[src/rtl/uart_rx_core_if.sv]
// Signal bundle between the UART receive core and its host-side consumer.
// master: the receiver core (samples the line, drives the strobes and byte).
// slave:  the line driver / host logic observing the received data.
interface uart_rx_core_if;
    logic       i_Rx_Serial;
    logic       o_Rx_DV;
    logic [7:0] o_Rx_Byte;
    logic       o_Rx_Frame_Err;
    logic       o_Rx_Parity_Err;
    logic       o_Rx_Active;
    logic       o_Rx_Idle;

    modport master (
        input  i_Rx_Serial,
        output o_Rx_DV,
        output o_Rx_Byte,
        output o_Rx_Frame_Err,
        output o_Rx_Parity_Err,
        output o_Rx_Active,
        output o_Rx_Idle
    );

    modport slave (
        output i_Rx_Serial,
        input  o_Rx_DV,
        input  o_Rx_Byte,
        input  o_Rx_Frame_Err,
        input  o_Rx_Parity_Err,
        input  o_Rx_Active,
        input  o_Rx_Idle
    );
endinterface

[src/rtl/uart_rx_core.sv]
// UART receiver: 8N1 by default, 8E1 when UART_RX_PARITY_EN is defined.
// Synchronises the serial line, validates the start bit at mid-bit, samples each
// following bit at mid-bit and reports a good byte or a framing/parity error strobe.
module uart_rx_core #(
    parameter int unsigned CLKS_PER_BIT = 87
) (
    input  logic            i_Clock,
    input  logic            i_Rst_n,
    uart_rx_core_if.master  rx_if
);
    localparam logic [8:0] HalfBit = 9'((CLKS_PER_BIT - 1) / 2);
    localparam logic [8:0] LastCnt = 9'(CLKS_PER_BIT - 1);

    typedef enum logic [2:0] {
        StIdle    = 3'd0,
        StStart   = 3'd1,
        StData    = 3'd2,
`ifdef UART_RX_PARITY_EN
        StParity  = 3'd3,
`endif
        StStop    = 3'd4,
        StCleanup = 3'd5
    } state_e;

    state_e     state_q, state_d;
    logic [1:0] sync_q;
    logic       rx_s;
    logic [8:0] cnt_q, cnt_d;
    logic [2:0] idx_q, idx_d;
    logic [7:0] shift_q, shift_d;
    logic [7:0] byte_q, byte_d;
    logic       dv_q, dv_d;
    logic       ferr_q, ferr_d;
    logic       active_q, active_d;
    // Cleared when a frame ends on a low line; start detect waits for the line to go high.
    logic       armed_q, armed_d;
`ifdef UART_RX_PARITY_EN
    logic       par_bad_q, par_bad_d;
    logic       perr_q, perr_d;
`endif

    assign rx_s = sync_q[1];

    // Two-flop synchroniser for the asynchronous serial pin
    always_ff @(posedge i_Clock or negedge i_Rst_n) begin
        if (!i_Rst_n) sync_q <= 2'b11;
        else          sync_q <= {sync_q[0], rx_if.i_Rx_Serial};
    end

    // State and datapath registers
    always_ff @(posedge i_Clock or negedge i_Rst_n) begin
        if (!i_Rst_n) begin
            state_q   <= StIdle;
            cnt_q     <= '0;
            idx_q     <= '0;
            shift_q   <= '0;
            byte_q    <= '0;
            dv_q      <= 1'b0;
            ferr_q    <= 1'b0;
            active_q  <= 1'b0;
            armed_q   <= 1'b1;
`ifdef UART_RX_PARITY_EN
            par_bad_q <= 1'b0;
            perr_q    <= 1'b0;
`endif
        end else begin
            state_q   <= state_d;
            cnt_q     <= cnt_d;
            idx_q     <= idx_d;
            shift_q   <= shift_d;
            byte_q    <= byte_d;
            dv_q      <= dv_d;
            ferr_q    <= ferr_d;
            active_q  <= active_d;
            armed_q   <= armed_d;
`ifdef UART_RX_PARITY_EN
            par_bad_q <= par_bad_d;
            perr_q    <= perr_d;
`endif
        end
    end

    // Next-state logic: bit timing, sampling and strobe generation
    always_comb begin
        state_d   = state_q;
        cnt_d     = cnt_q;
        idx_d     = idx_q;
        shift_d   = shift_q;
        byte_d    = byte_q;
        dv_d      = 1'b0;
        ferr_d    = 1'b0;
        active_d  = active_q;
        armed_d   = armed_q;
`ifdef UART_RX_PARITY_EN
        par_bad_d = par_bad_q;
        perr_d    = 1'b0;
`endif
        case (state_q)
            StIdle: begin
                cnt_d = '0;
                idx_d = '0;
                if (!armed_q) begin
                    if (rx_s) armed_d = 1'b1;
                end else if (!rx_s) begin
                    active_d = 1'b1;
                    state_d  = StStart;
                end
            end
            StStart: begin
                if (cnt_q == HalfBit) begin
                    cnt_d = '0;
                    if (!rx_s) begin
                        state_d = StData;
                    end else begin
                        state_d  = StIdle;
                        active_d = 1'b0;
                    end
                end else begin
                    cnt_d = cnt_q + 9'd1;
                end
            end
            StData: begin
                if (cnt_q == LastCnt) begin
                    cnt_d          = '0;
                    shift_d[idx_q] = rx_s;
                    if (idx_q == 3'd7) begin
                        idx_d = '0;
`ifdef UART_RX_PARITY_EN
                        state_d = StParity;
`else
                        state_d = StStop;
`endif
                    end else begin
                        idx_d = idx_q + 3'd1;
                    end
                end else begin
                    cnt_d = cnt_q + 9'd1;
                end
            end
`ifdef UART_RX_PARITY_EN
            StParity: begin
                if (cnt_q == LastCnt) begin
                    cnt_d     = '0;
                    par_bad_d = ^{shift_q, rx_s};
                    state_d   = StStop;
                end else begin
                    cnt_d = cnt_q + 9'd1;
                end
            end
`endif
            StStop: begin
                if (cnt_q == LastCnt) begin
                    cnt_d    = '0;
                    active_d = 1'b0;
                    state_d  = StCleanup;
                    if (rx_s) begin
                        byte_d = shift_q;
                        dv_d   = 1'b1;
`ifdef UART_RX_PARITY_EN
                        perr_d = par_bad_q;
`endif
                    end else begin
                        ferr_d = 1'b1;
                    end
                end else begin
                    cnt_d = cnt_q + 9'd1;
                end
            end
            StCleanup: begin
                armed_d = rx_s;
                state_d = StIdle;
            end
            default: begin
                state_d  = StIdle;
                cnt_d    = '0;
                idx_d    = '0;
                active_d = 1'b0;
            end
        endcase
    end

    assign rx_if.o_Rx_DV        = dv_q;
    assign rx_if.o_Rx_Byte      = byte_q;
    assign rx_if.o_Rx_Frame_Err = ferr_q;
    assign rx_if.o_Rx_Active    = active_q;
    assign rx_if.o_Rx_Idle      = (state_q == StIdle);
`ifdef UART_RX_PARITY_EN
    assign rx_if.o_Rx_Parity_Err = perr_q;
`else
    assign rx_if.o_Rx_Parity_Err = 1'b0;
`endif
endmodule
[src/flat_wrapper.sv]
// flat-port wrapper written by rule: the top's interface ports become plain ports
module uart_rx_core_flat 
#(
    parameter int unsigned CLKS_PER_BIT = 87
)
  (i_Clock, i_Rst_n, rx_if_i_Rx_Serial, rx_if_o_Rx_DV, rx_if_o_Rx_Byte, rx_if_o_Rx_Frame_Err, rx_if_o_Rx_Parity_Err, rx_if_o_Rx_Active, rx_if_o_Rx_Idle);
  uart_rx_core_if rx_if_i ();
  input  logic i_Clock;
  input  logic i_Rst_n;
  input wire logic [$bits(rx_if_i.i_Rx_Serial)-1:0] rx_if_i_Rx_Serial;
  output wire logic [$bits(rx_if_i.o_Rx_DV)-1:0] rx_if_o_Rx_DV;
  output wire logic [$bits(rx_if_i.o_Rx_Byte)-1:0] rx_if_o_Rx_Byte;
  output wire logic [$bits(rx_if_i.o_Rx_Frame_Err)-1:0] rx_if_o_Rx_Frame_Err;
  output wire logic [$bits(rx_if_i.o_Rx_Parity_Err)-1:0] rx_if_o_Rx_Parity_Err;
  output wire logic [$bits(rx_if_i.o_Rx_Active)-1:0] rx_if_o_Rx_Active;
  output wire logic [$bits(rx_if_i.o_Rx_Idle)-1:0] rx_if_o_Rx_Idle;
  assign rx_if_i.i_Rx_Serial = rx_if_i_Rx_Serial;
  assign rx_if_o_Rx_DV = rx_if_i.o_Rx_DV;
  assign rx_if_o_Rx_Byte = rx_if_i.o_Rx_Byte;
  assign rx_if_o_Rx_Frame_Err = rx_if_i.o_Rx_Frame_Err;
  assign rx_if_o_Rx_Parity_Err = rx_if_i.o_Rx_Parity_Err;
  assign rx_if_o_Rx_Active = rx_if_i.o_Rx_Active;
  assign rx_if_o_Rx_Idle = rx_if_i.o_Rx_Idle;
  uart_rx_core #(.CLKS_PER_BIT(CLKS_PER_BIT)) u_core (.i_Clock(i_Clock), .i_Rst_n(i_Rst_n), .rx_if(rx_if_i));
endmodule
[config.mk]
export PLATFORM = sky130hd
export DESIGN_NAME = uart_rx_core_flat
export DESIGN_NICKNAME = d
export VERILOG_FILES = /design/src/rtl/uart_rx_core_if.sv /design/src/rtl/uart_rx_core.sv /design/src/flat_wrapper.sv
export SDC_FILE = /design/constraint.sdc
export NUM_CORES = 1
export LEC_CHECK = 0
export BUFFER_PORTS_ARGS = -buffer_cell sky130_fd_sc_hd__buf_2
export CORE_ASPECT_RATIO = 1.2
export CORE_UTILIZATION = 34
export CTS_CLUSTER_DIAMETER = 50
export DETAILED_ROUTE_END_ITERATION = 10
export GPL_TIMING_DRIVEN = 0
export PLACE_DENSITY = 0.62
export SLEW_MARGIN = 10
export SYNTH_ARGS = -nofsm -noshare
export SYNTH_HDL_FRONTEND = slang
export SYNTH_SLANG_ARGS = --single-unit
[constraint.sdc]
create_clock -name i_Clock -period 2 [get_ports i_Clock]
set_clock_uncertainty 0.1 [all_clocks]
set_input_delay 0.4 -clock i_Clock [delete_from_list [all_inputs] [get_ports i_Clock]]
set_output_delay 0.4 -clock i_Clock [all_outputs]
set_load 0.02 [all_outputs]
==> summary.txt <==
Final layout
  • Commonest non-fill, non-tap cells in the layout: dfrtp_1 (34), nand2_1 (23), buf_2 (15), nor2_1 (11), mux2_2 (9)
  • Layout Nets: 212
  • Commonest non-fill, non-tap cell in the layout: dfrtp_1
  • Layout cell share with drive strength beyond 1: 36.41%
  • N_diodes: 0
  • Area Growth Syn to Fin: 22.82%

Setup path
  • CP required: 2.08 ns
  • CP Class: reg2reg
  • Worst r2r path cells: 7
  • Worst-path fanout max: 5
  • Slowest stage delay, CP: 0.40 ns
  • R2r setup slk: 0.02 ns
  • CP cell instances: inv_2 > ha_1 > and4bb_4 > nand2_4 > or3_4 > buf_8 > mux2_4
  • Reg-to-Reg Start: u_core.cnt_q[0]$_DFFE_PN0N_
  • Crit-path slowest cell: dfrtp_1
  • CP top delay family: simple AND/OR/NAND/NOR gates
  • Crit path from: u_core.cnt_q[0]$_DFFE_PN0N_
  • Setup crit end kind: register
  • CP Launch Type: register
  • Critical path depth: 7
  • CP bufs+invs: 2
  • CP arrival: 2.06 ns
  • R2r endpoint: u_core.rx_if.o_Rx_Byte[0]$_DFFE_PN0P_

STA
  • Part of the cycle the worst path needs: 99.16%
  • Fmax: 0.5042 GHz
  • Hold Violations, Final: 0
  • Setup_tns: 0 ns
  • Final Slew Violations: 0
  • Tmin final: 1.983 ns
  • Unrepaired setup endpoints after global routing: yes
  • Max-slew headroom: 43.89%
  • Measured slew at the worst slew-check pin: 0.8417 ns
  • Final setup viols: 0
  • Hold Slack: 0.1023 ns

CTS
  • H-Tree Depth: 2
  • TritonCTS clock tree: built
  • Clk buf depth: 2
  • # hold bufs at CTS: 0
  • Skew-Pair Late Insertion Delay: 0.29 ns
  • Clk root buf: clkbuf_8
  • Clock Pin Slew Worst Setup and Hold Paths: 0.08 ns
  • Clock sink count: 37
  • Num CTS Buffers: 5

Drt
  • DRC viols: 2
  • First-pass DRT Iterations: 7
  • DR iter-0 viols: 105
  • DR WL/cell: 14.03 microns
  • Final ANT Viol Nets: 0
  • Wirelength, routed: 3.760 mm
  • Vias/cell: 5.254
  • Via count: 1408

Pwr
  • Pleak: 0.001125 uW
  • PwrDens: 1086 nW/um^2
  • Power, Total: 2561 uW
  • Peak VDD IR: 0.5127 mV

Yosys
  • Ys flop type: dfrtp_1
  • Synthesized area: 1919 sq um
  • Mapped Nets: 187
  • Synth Register Bits: 37
  • Async set or reset register ratio after synthesis: 100.0%
  • Post-synthesis cell count: 180
  • Yosys cell types: 44
  • Post-synth EDFFs: 0
  • Avg Cell Area, Syn: 10.66 sq um
  • Sequential fraction of the synthesis area: 48.44%
  • Synth warn: 0

Floorplan
  • Die Wd: 70.59 microns
  • I/O pin cnt: 16
  • Die Height: 84.31 microns
  • Core Area: 5370 sq um
  • Initial Util: 35.74%
  • Die ar.: 5951 sq um
  • FP Rows: 29

Global routing
  • Vias in the first global route: 1368
  • Initial antenna violation count: 0
  • Tot GR Track Use: 13.92%
  • Grt ovf: 0
  • Global-route wire length before repair: 6.458 mm
  • Largest net degree at the start of global routing: 38

Status
  • Status: complete, but fails checks
  • Failing checks: design-rule violations

Hold path
  • Min-delay src: rx_if_i_Rx_Serial
  • Hold Path Sink: u_core.sync_q[0]$_DFF_PN1_
  • Hold depth: 1
  • Worst Hold Class: in2reg

Run
  • Max cap viols: 0

Place
  • RePlAce Congestion: 0.7943
  • Hpwl dp: 2.454 mm
  • PortBufs: 14
==> Yosys cell counts (4+ instances only) <==
cell / n / area [sq um]
clkbuf_1: 6 / 22.52
o21ai_0: 8 / 40.04
nand2_1: 23 / 86.33
o22ai_1: 6 / 37.54
nor3b_1: 4 / 30.03
nor2b_1: 5 / 31.28
a21oi_1: 4 / 20.02
ha_1: 4 / 50.05
mux2_2: 9 / 101.4
nand3_1: 4 / 20.02
nor2_1: 13 / 48.80
nor3_1: 6 / 30.03
dfrtp_1: 34 / 850.8
mux2_4: 8 / 120.1
==> state kept, by name (all words and copies together), names as in the netlist <==
register	count
u_core.cnt_q	9
u_core.rx_if.o_Rx_DV	1
u_core.shift_q	8
u_core.rx_if.o_Rx_Frame_Err	1
u_core.armed_q	1
u_core.rx_if.o_Rx_Active	1
u_core.rx_if.o_Rx_Byte	8
u_core.state_q	3
u_core.sync_q	2
u_core.idx_q	3
==> final cells by class <==
type                    instances  area [sq um]
flip-flops and latches         37         929.6
inverters                       3         11.26
multi-input cells             128          1006
clock inverters                 3         68.82
plain buffers                  10         63.81
clock buffers                   5         68.82
well taps                      62         77.57
fillers                       524          3013
repair buffers                 20         131.4
==> routing by layer <==
layer,global-route usage [%],vias to the layer above,wire length (microns)
met3,3.241,4,108
met1,16.86,694,1673
met4,5.818,0,57
met5,0,-,0
li1,-,689,-
met2,23.74,21,1921
==> stage by stage <==
step                setup slack [ns]  cell area (sq um)  cells  utilization, %
finish                       0.01671               2357    268           43.90
global route                -0.06192               2357    268           43.90
CTS                          0.01375               2261    267           42.10
detailed placement           -0.1029               2067    256           38.49
global placement            -0.09974               2067    256           38.49
floorplan                    0.01201               1919    180               -
==> worst max-delay path by stage <==
stage	end
global route	u_core.state_q[1]$_DFFE_PN0P_
detailed placement	u_core.rx_if.o_Rx_Byte[0]$_DFFE_PN0P_
global placement	u_core.rx_if.o_Rx_Byte[5]$_DFFE_PN0P_
floorplan	u_core.rx_if.o_Rx_Byte[0]$_DFFE_PN0P_
CTS	u_core.shift_q[4]$_DFFE_PN0P_
finish	u_core.rx_if.o_Rx_Byte[0]$_DFFE_PN0P_
==> repair_timing <==
item / in CTS / in global routing
gates cloned: 1 / 0
buffers inserted: 3 / 2
endpoints found under the hold margin: 0 / 0
pin swaps: 2 / 1
endpoints found under the setup margin: 14 / 21
gates resized for setup: 9 / 18
==> report_power, final <==
group          total, uW  switching (uW)  internal, uW  leakage, uW
clock network        789             287           502    0.0000687
registers            906            77.0           829     0.000499
logic                866             490           377     0.000556
==> cell families after synthesis <==
| logic type | after synthesis | synth area share, % |
|---|---|---|
| AND/OR/NAND/NOR | 71 | 20.41 |
| XOR/XNOR | 1 | 0.4564 |
| adder cells (fa/ha/maj) | 4 | 2.608 |
| buffers and inverters | 15 | 3.651 |
| other | 1 | 0.1954 |
| multiplexers | 20 | 13.10 |
| AO/OA/AOI/OAI | 31 | 11.15 |
| flip-flops | 37 | 48.44 |
==> worst register-to-register path, delay by kind of cell, from the launching register on <==
kind	cells	cell delay (ns)
buf+inv	2	0.22
flops	1	0.40
simple gates	3	0.73
fa+ha+maj	1	0.14
mux	1	0.29
Power figures use the tool's default switching activity.
